**src/rtl/dffram_arb.sv**
```systemverilog
// dffram_arb: arbitrates two masters onto one 256x32 single-port DFFRAM
// (1-cycle read latency, byte write enables); ack returns one cycle after grant.
module dffram_arb #(
    parameter int AW = 8,
    parameter bit RR = 1'b1
) (
    input  logic          CLK,
    input  logic          RST,
    input  logic          p0_req,
    input  logic [3:0]    p0_we,
    input  logic [AW-1:0] p0_addr,
    input  logic [31:0]   p0_wdata,
    output logic          p0_ack,
    output logic [31:0]   p0_rdata,
    input  logic          p1_req,
    input  logic [3:0]    p1_we,
    input  logic [AW-1:0] p1_addr,
    input  logic [31:0]   p1_wdata,
    output logic          p1_ack,
    output logic [31:0]   p1_rdata,
    output logic          ram_en,
    output logic [3:0]    ram_we,
    output logic [AW-1:0] ram_a,
    output logic [31:0]   ram_di,
    input  logic [31:0]   ram_do
);
    typedef enum logic {IDLE, RESP} state_t;

    state_t        state;
    logic          owner;
    logic          last;
    logic [AW-1:0] a_hold;
    logic [31:0]   di_hold;

    logic          grant;
    logic          sel;
    logic [3:0]    sel_we;
    logic [AW-1:0] sel_addr;
    logic [31:0]   sel_wdata;

    // NOTE: every always_comb output gets a default first so no path infers a latch.
    always_comb begin
        grant = 1'b0;
        sel   = 1'b0;
        if (state == IDLE && !RST)
            grant = p0_req || p1_req;
        if (p0_req && p1_req)
            sel = RR ? ~last : 1'b0;
        else
            sel = p1_req;
        sel_we    = sel ? p1_we    : p0_we;
        sel_addr  = sel ? p1_addr  : p0_addr;
        sel_wdata = sel ? p1_wdata : p0_wdata;
    end

    assign ram_en = grant;
    assign ram_we = grant ? sel_we : 4'b0000;
    assign ram_a  = grant ? sel_addr : a_hold;
    assign ram_di = grant ? sel_wdata : di_hold;

    // Ack decodes registered state only; RST masks it so a reset in RESP drops the ack.
    assign p0_ack   = (state == RESP) && !owner && !RST;
    assign p1_ack   = (state == RESP) && owner && !RST;
    assign p0_rdata = p0_ack ? ram_do : 32'h0;
    assign p1_rdata = p1_ack ? ram_do : 32'h0;

    // NOTE: sequential state uses non-blocking assignments so every flop samples pre-edge values.
    always_ff @(posedge CLK) begin
        if (RST) begin
            state   <= IDLE;
            owner   <= 1'b0;
            last    <= 1'b1;
            a_hold  <= '0;
            di_hold <= '0;
        end else if (state == RESP) begin
            state <= IDLE;
        end else if (grant) begin
            state   <= RESP;
            owner   <= sel;
            last    <= sel;
            a_hold  <= sel_addr;
            di_hold <= sel_wdata;
        end
    end
endmodule

```
**config.mk**
```make
export PLATFORM = sky130hd
export DESIGN_NAME = dffram_arb
export DESIGN_NICKNAME = d
export VERILOG_FILES = /design/src/rtl/dffram_arb.sv
export SDC_FILE = /design/constraint.sdc
export NUM_CORES = 1
export LEC_CHECK = 0
export CAP_MARGIN = 5
export CORE_ASPECT_RATIO = 1.2
export CORE_MARGIN = 8
export CORE_UTILIZATION = 35
export CTS_CLUSTER_DIAMETER = 50
export DETAILED_ROUTE_END_ITERATION = 10
export GPL_ROUTABILITY_DRIVEN = 0
export PLACE_DENSITY = 0.92
export REMOVE_ABC_BUFFERS = 1
export SYNTH_ARGS = -nofsm -noshare
export SYNTH_HDL_FRONTEND = slang
export SYNTH_SLANG_ARGS = --single-unit
```
**constraint.sdc**
```tcl
create_clock -name CLK -period 3.9 [get_ports CLK]
set_clock_uncertainty 0.2 [all_clocks]
set_input_delay 0.39 -clock CLK [delete_from_list [all_inputs] [get_ports CLK]]
set_output_delay 0.39 -clock CLK [all_outputs]
set_load 0.05 [all_outputs]
```
=== After elaboration in Yosys (flattened, before gate mapping) ===
Cells that the tools add are included.

* Register bits: 43
* Output and inout bits: 111

* Multiplexer cells: 11
* Reduce and logical (&&, ||, !) cells: 11
* Bitwise gates (word level): 2

{| class="wikitable"
|+ Operators with widths
! cell !! number
|-
| $mux W32 || 4
|-
| $mux W8 || 2
|-
| $mux W4 || 2
|-
| $logic_and A1 B1 Y1 || 6
|-
| $mux W1 || 3
|-
| $logic_not A1 Y1 || 2
|-
| $not A1 Y1 || 2
|-
| $reduce_and A2 Y1 || 1
|-
| $reduce_or A2 Y1 || 1
|-
| $logic_or A1 B1 Y1 || 1
|}

=== Logic depth before layout (Yosys ltp) ===
* Word-level depth: 4
* Gate-level depth with buffers: 6
* Mapped depth without buffers: 3

=== Worst setup path after synthesis ===
Ideal clock, no wire load.

* Path kind: input to output
* Start point: input RST
* End point: output ram_di[15]
* Data arrival time: 2322 ps
* Path slack: 988 ps
* Path buffers: 2
* Cell stages on the path: 5
* Cells stage by stage: buf_2 -> nor2_2 -> o21ai_1 -> clkbuf_1 -> a222oi_1

* Cells in the longest elaborated chain, start to end: 4

{| class="wikitable"
|+ RTL lines
! item !! RTL line !! RTL
|-
| start: declaration || 8 || <nowiki>input logic RST,</nowiki>
|-
| $logic_not A1 Y1 || 45 || <nowiki>if (state == IDLE && !RST)</nowiki>
|-
| $logic_and A1 B1 Y1 || 45 ||
|-
| $mux W1 || 45 ||
|-
| $mux W32 || - ||
|-
| end: declaration || 24 || <nowiki>output logic [31:0] ram_di,</nowiki>
|}

No other way between the ends.

=== Worst setup path in the final report ===
* Start point: input p0_req
* End point: output ram_en

* Cells in the longest elaborated chain, start to end: 2

{| class="wikitable"
|+ RTL lines
! item !! RTL line !! RTL
|-
| start: declaration || 9 || <nowiki>input logic p0_req,</nowiki>
|-
| $logic_or A1 B1 Y1 || 46 || <nowiki>grant = p0_req || p1_req;</nowiki>
|-
| $mux W1 || 45 ||
|-
| end: declaration || 21 || <nowiki>output logic ram_en,</nowiki>
|}

No other way between the ends.

==> results.py <==
metrics = {
    "run_status": {
        "outcome": "completed",
    },
    "worst_setup_path": {
        "critPathMaxStageDelay_ns": 0.95,
        "timing_worst_setup_path_type": "primary input to primary output",
        "worst_setup_start_kind": "primary input",
        "arrival_ns": 2.74,
        "critical-path-slowest-cell": "o21ai_4",
        "crit_top_cell": "clkdlybuf4s50_1",
        "worst-endpoint-required_ns": 3.31,
        "crit_path_cell_trace": "clkdlybuf4s50_1 -> o21ai_4 -> inv_1 -> clkdlybuf4s50_1",
        "critPathCaptureType": "primary output",
        "critical_path.top_delay_family": "buffers and inverters",
        "critPathBufInv": 3,
        "worstPathMaxFanout": 42,
    },
    "logic_synthesis": {
        "avgSynthCellArea_um2": 7.66,
        "synth_area_leaders": "dfxtp_1 (27%), inv_1 (15%), o221a_2 (13%)",
        "synth_cell_type_count": 26,
        "post-synth-top-area-cell": "dfxtp_1",
        "ys_ff_latch": 43,
        "synth_sequential_area_ratio_pct": 27.2,
        "mappedNetlistArea_um2": 3160,
        "ys_warn_count": 0,
        "synth_largest_type_area_fraction_pct": 27.2,
        "synthesis.instances": 413,
    },
    "timing": {
        "final_max_slew_viol_count": 0,
        "timing.setup.tns_ns": 0,
        "fin_crit_ns": 3.33,
        "fin_crit_sh_pct": 85.5,
        "timing.slew.headroom_pct": 21.0,
        "clock.fmax_mhz": 300,
        "grt_setup_unrepaired": "false",
        "hold_violations": 0,
        "worstMarginPinSlew_ns": 1.18,
        "layout_setup_ws_ns": 0.567,
        "hold_ws_ns": 0.204,
        "final-setup-viol-count": 0,
    },
    "route": {
        "drtPass1Iterations": 6,
        "route.antenna.remaining_nets": 0,
        "via_per_inst": 5.56,
        "drt-wirelength-per-cell_um": 19.6,
        "detailroute.via_count": 4128,
        "drt-total-wl_mm": 14.5,
        "drt_iter0_markers": 436,
        "drc_violations_left": 0,
    },
    "floorplan": {
        "rows": 38,
        "die_area_um2": 12300,
        "dieWidth_um": 103,
        "starting_density_of_the_core_pct": 35.4,
        "io_pins": 235,
        "floorplan_core_area_um2": 8940,
        "dieHeight_um": 120,
    },
    "power_and_ir_drop": {
        "netSwitchingPower_mw": 0.682,
        "clkPwrFrac_pct": 21.2,
        "max-vdd-ir-drop_uv": 173,
        "p_int_mw": 1.03,
        "switching_power_share_of_the_total_pct": 39.9,
        "power_leakage_nw": 2.49,
        "power.density_cell_area_nw_per_um2": 305,
        "power.combinational.fraction_pct": 49.0,
        "power.sequential.fraction_pct": 29.9,
    },
    "cells_and_area": {
        "layout.nets": 743,
        "area_delta_synth_final_pct": 77.0,
        "layout.cells.most_common_list": "clkdlybuf4s50_1 (189), inv_1 (123), and2_1 (64), buf_4 (47), dfxtp_1 (43)",
        "number_of_fillers_in_the_final_layout": 780,
        "sequential_cell_area_um2": 861,
        "number_of_cells_in_the_finished_layout_apart_from_fillers": 743,
        "most_common_library_cell_in_the_layout_ignoring_fill_and_taps": "clkdlybuf4s50_1",
        "layout.cell_area.non_filler_um2": 5600,
        "multiInputGateArea_um2": 1670,
        "drive_gt1_share_pct": 16.6,
    },
    "cts": {
        "worst_skew_pair.late_latency_ns": 0.29,
        "ctsResizeCount": 0,
        "cts_bufs_inserted": 5,
        "clockRootBuffer": "clkbuf_8",
        "post_cts_hold_buffer_count": 0,
        "max-clock-path-buffers": 2,
        "cts_tree": "yes",
        "worst_setup_hold_path_clk_slew_ns": 0.09,
        "post_cts_buffers": 0,
        "cts.sinks": 43,
        "h_tree_levels": 2,
    },
    "placed_design": {
        "preCtsSetupSlack_ns": 0.645,
        "portBuffers": 234,
        "numPlacedInstances": 732,
        "detailedPlacementHpwl_mm": 11.4,
        "placedInstanceArea_um2": 5470,
    },
    "global_routing": {
        "grt_pass1_wl_mm": 21.5,
        "globalRouteOverflowTotal": 0,
        "track_usage_pct": 21.9,
        "antenna_found_initial": 8,
        "grt_max_degree": 43,
        "first_global_vias": 4179,
    },
    "flow_run": {
        "maxCapViolations": 0,
    },
    "min_path": {
        "hold_path_class": "primary input to flip-flop",
    },
}
area by class of cell:
cell class / instances / share of cell area, %
antenna: 3 / 0.134
clock buffer: 6 / 1.48
clock inverter: 2 / 0.626
inverter: 123 / 8.25
multi-input combinational: 205 / 29.8
sequential: 43 / 15.4
tap: 120 / 2.68
timing repair buffer: 241 / 41.6
cell families after synthesis:
family,after synthesis,synth area share (%)
flip-flops,43,27.2
AO/OA/AOI/OAI,128,36.6
buffers and inverters,165,20.9
AND/OR/NAND/NOR,77,15.3
power by group through the flow:
stage               Combinational (mW)  Clock (mW)  Sequential [mW]
floorplan                        0.490           0            0.511
global placement                 0.818           0            0.517
detailed placement               0.835           0            0.519
CTS                              0.837       0.370            0.510
global route                     0.877       0.392            0.516
finish                           0.837       0.362            0.510
cells in the mapped netlist:
cell / instances
and2_1: 64
and3b_1: 1
nor2_1: 2
nor3b_2: 1
a21oi_1: 1
a22o_1: 4
nand2_1: 1
nand2_2: 1
o221a_2: 37
buf_2: 8
buf_1: 1
o22ai_1: 1
nand2b_1: 2
inv_1: 123
nand3b_1: 1
o221a_1: 3
o21ai_0: 1
nor2b_1: 1
buf_6: 4
and3_1: 2
clkbuf_1: 29
o21ai_1: 1
a31oi_1: 40
a222oi_1: 40
nor2_2: 1
dfxtp_1: 43
per-stage QoR:
stage	utilization [%]	total power, mW
global route	62.5	1.79
CTS	62.5	1.72
floorplan	-	1.00
detailed placement	61.2	1.35
global placement	61.2	1.34
finish	62.6	1.71
flip-flops by register name, summed over array words and instances (netlist names):
name,count
di_hold,32
owner,1
last,1
state,1
a_hold,8
metal layers:
metal / vias up / global-route usage [%] / routed length (µm)
met3: 40 / 9.39 / 1940
met1: 1927 / 21.9 / 5120
met5: - / 0 / 91
met2: 266 / 39.2 / 7050
li1: 1881 / - / -
met4: 14 / 7.62 / 344
worst paths after layout:
kind	cells after the start	start	end	slack, ns
worst max-delay path	4	p0_req	ram_en	0.57
worst min register to register	2	owner	owner	0.31
worst min-delay path	2	RST	owner	0.20
worst max register to register	3	state	di_hold[28]	1.65
(Power assumes the default switching activity.)
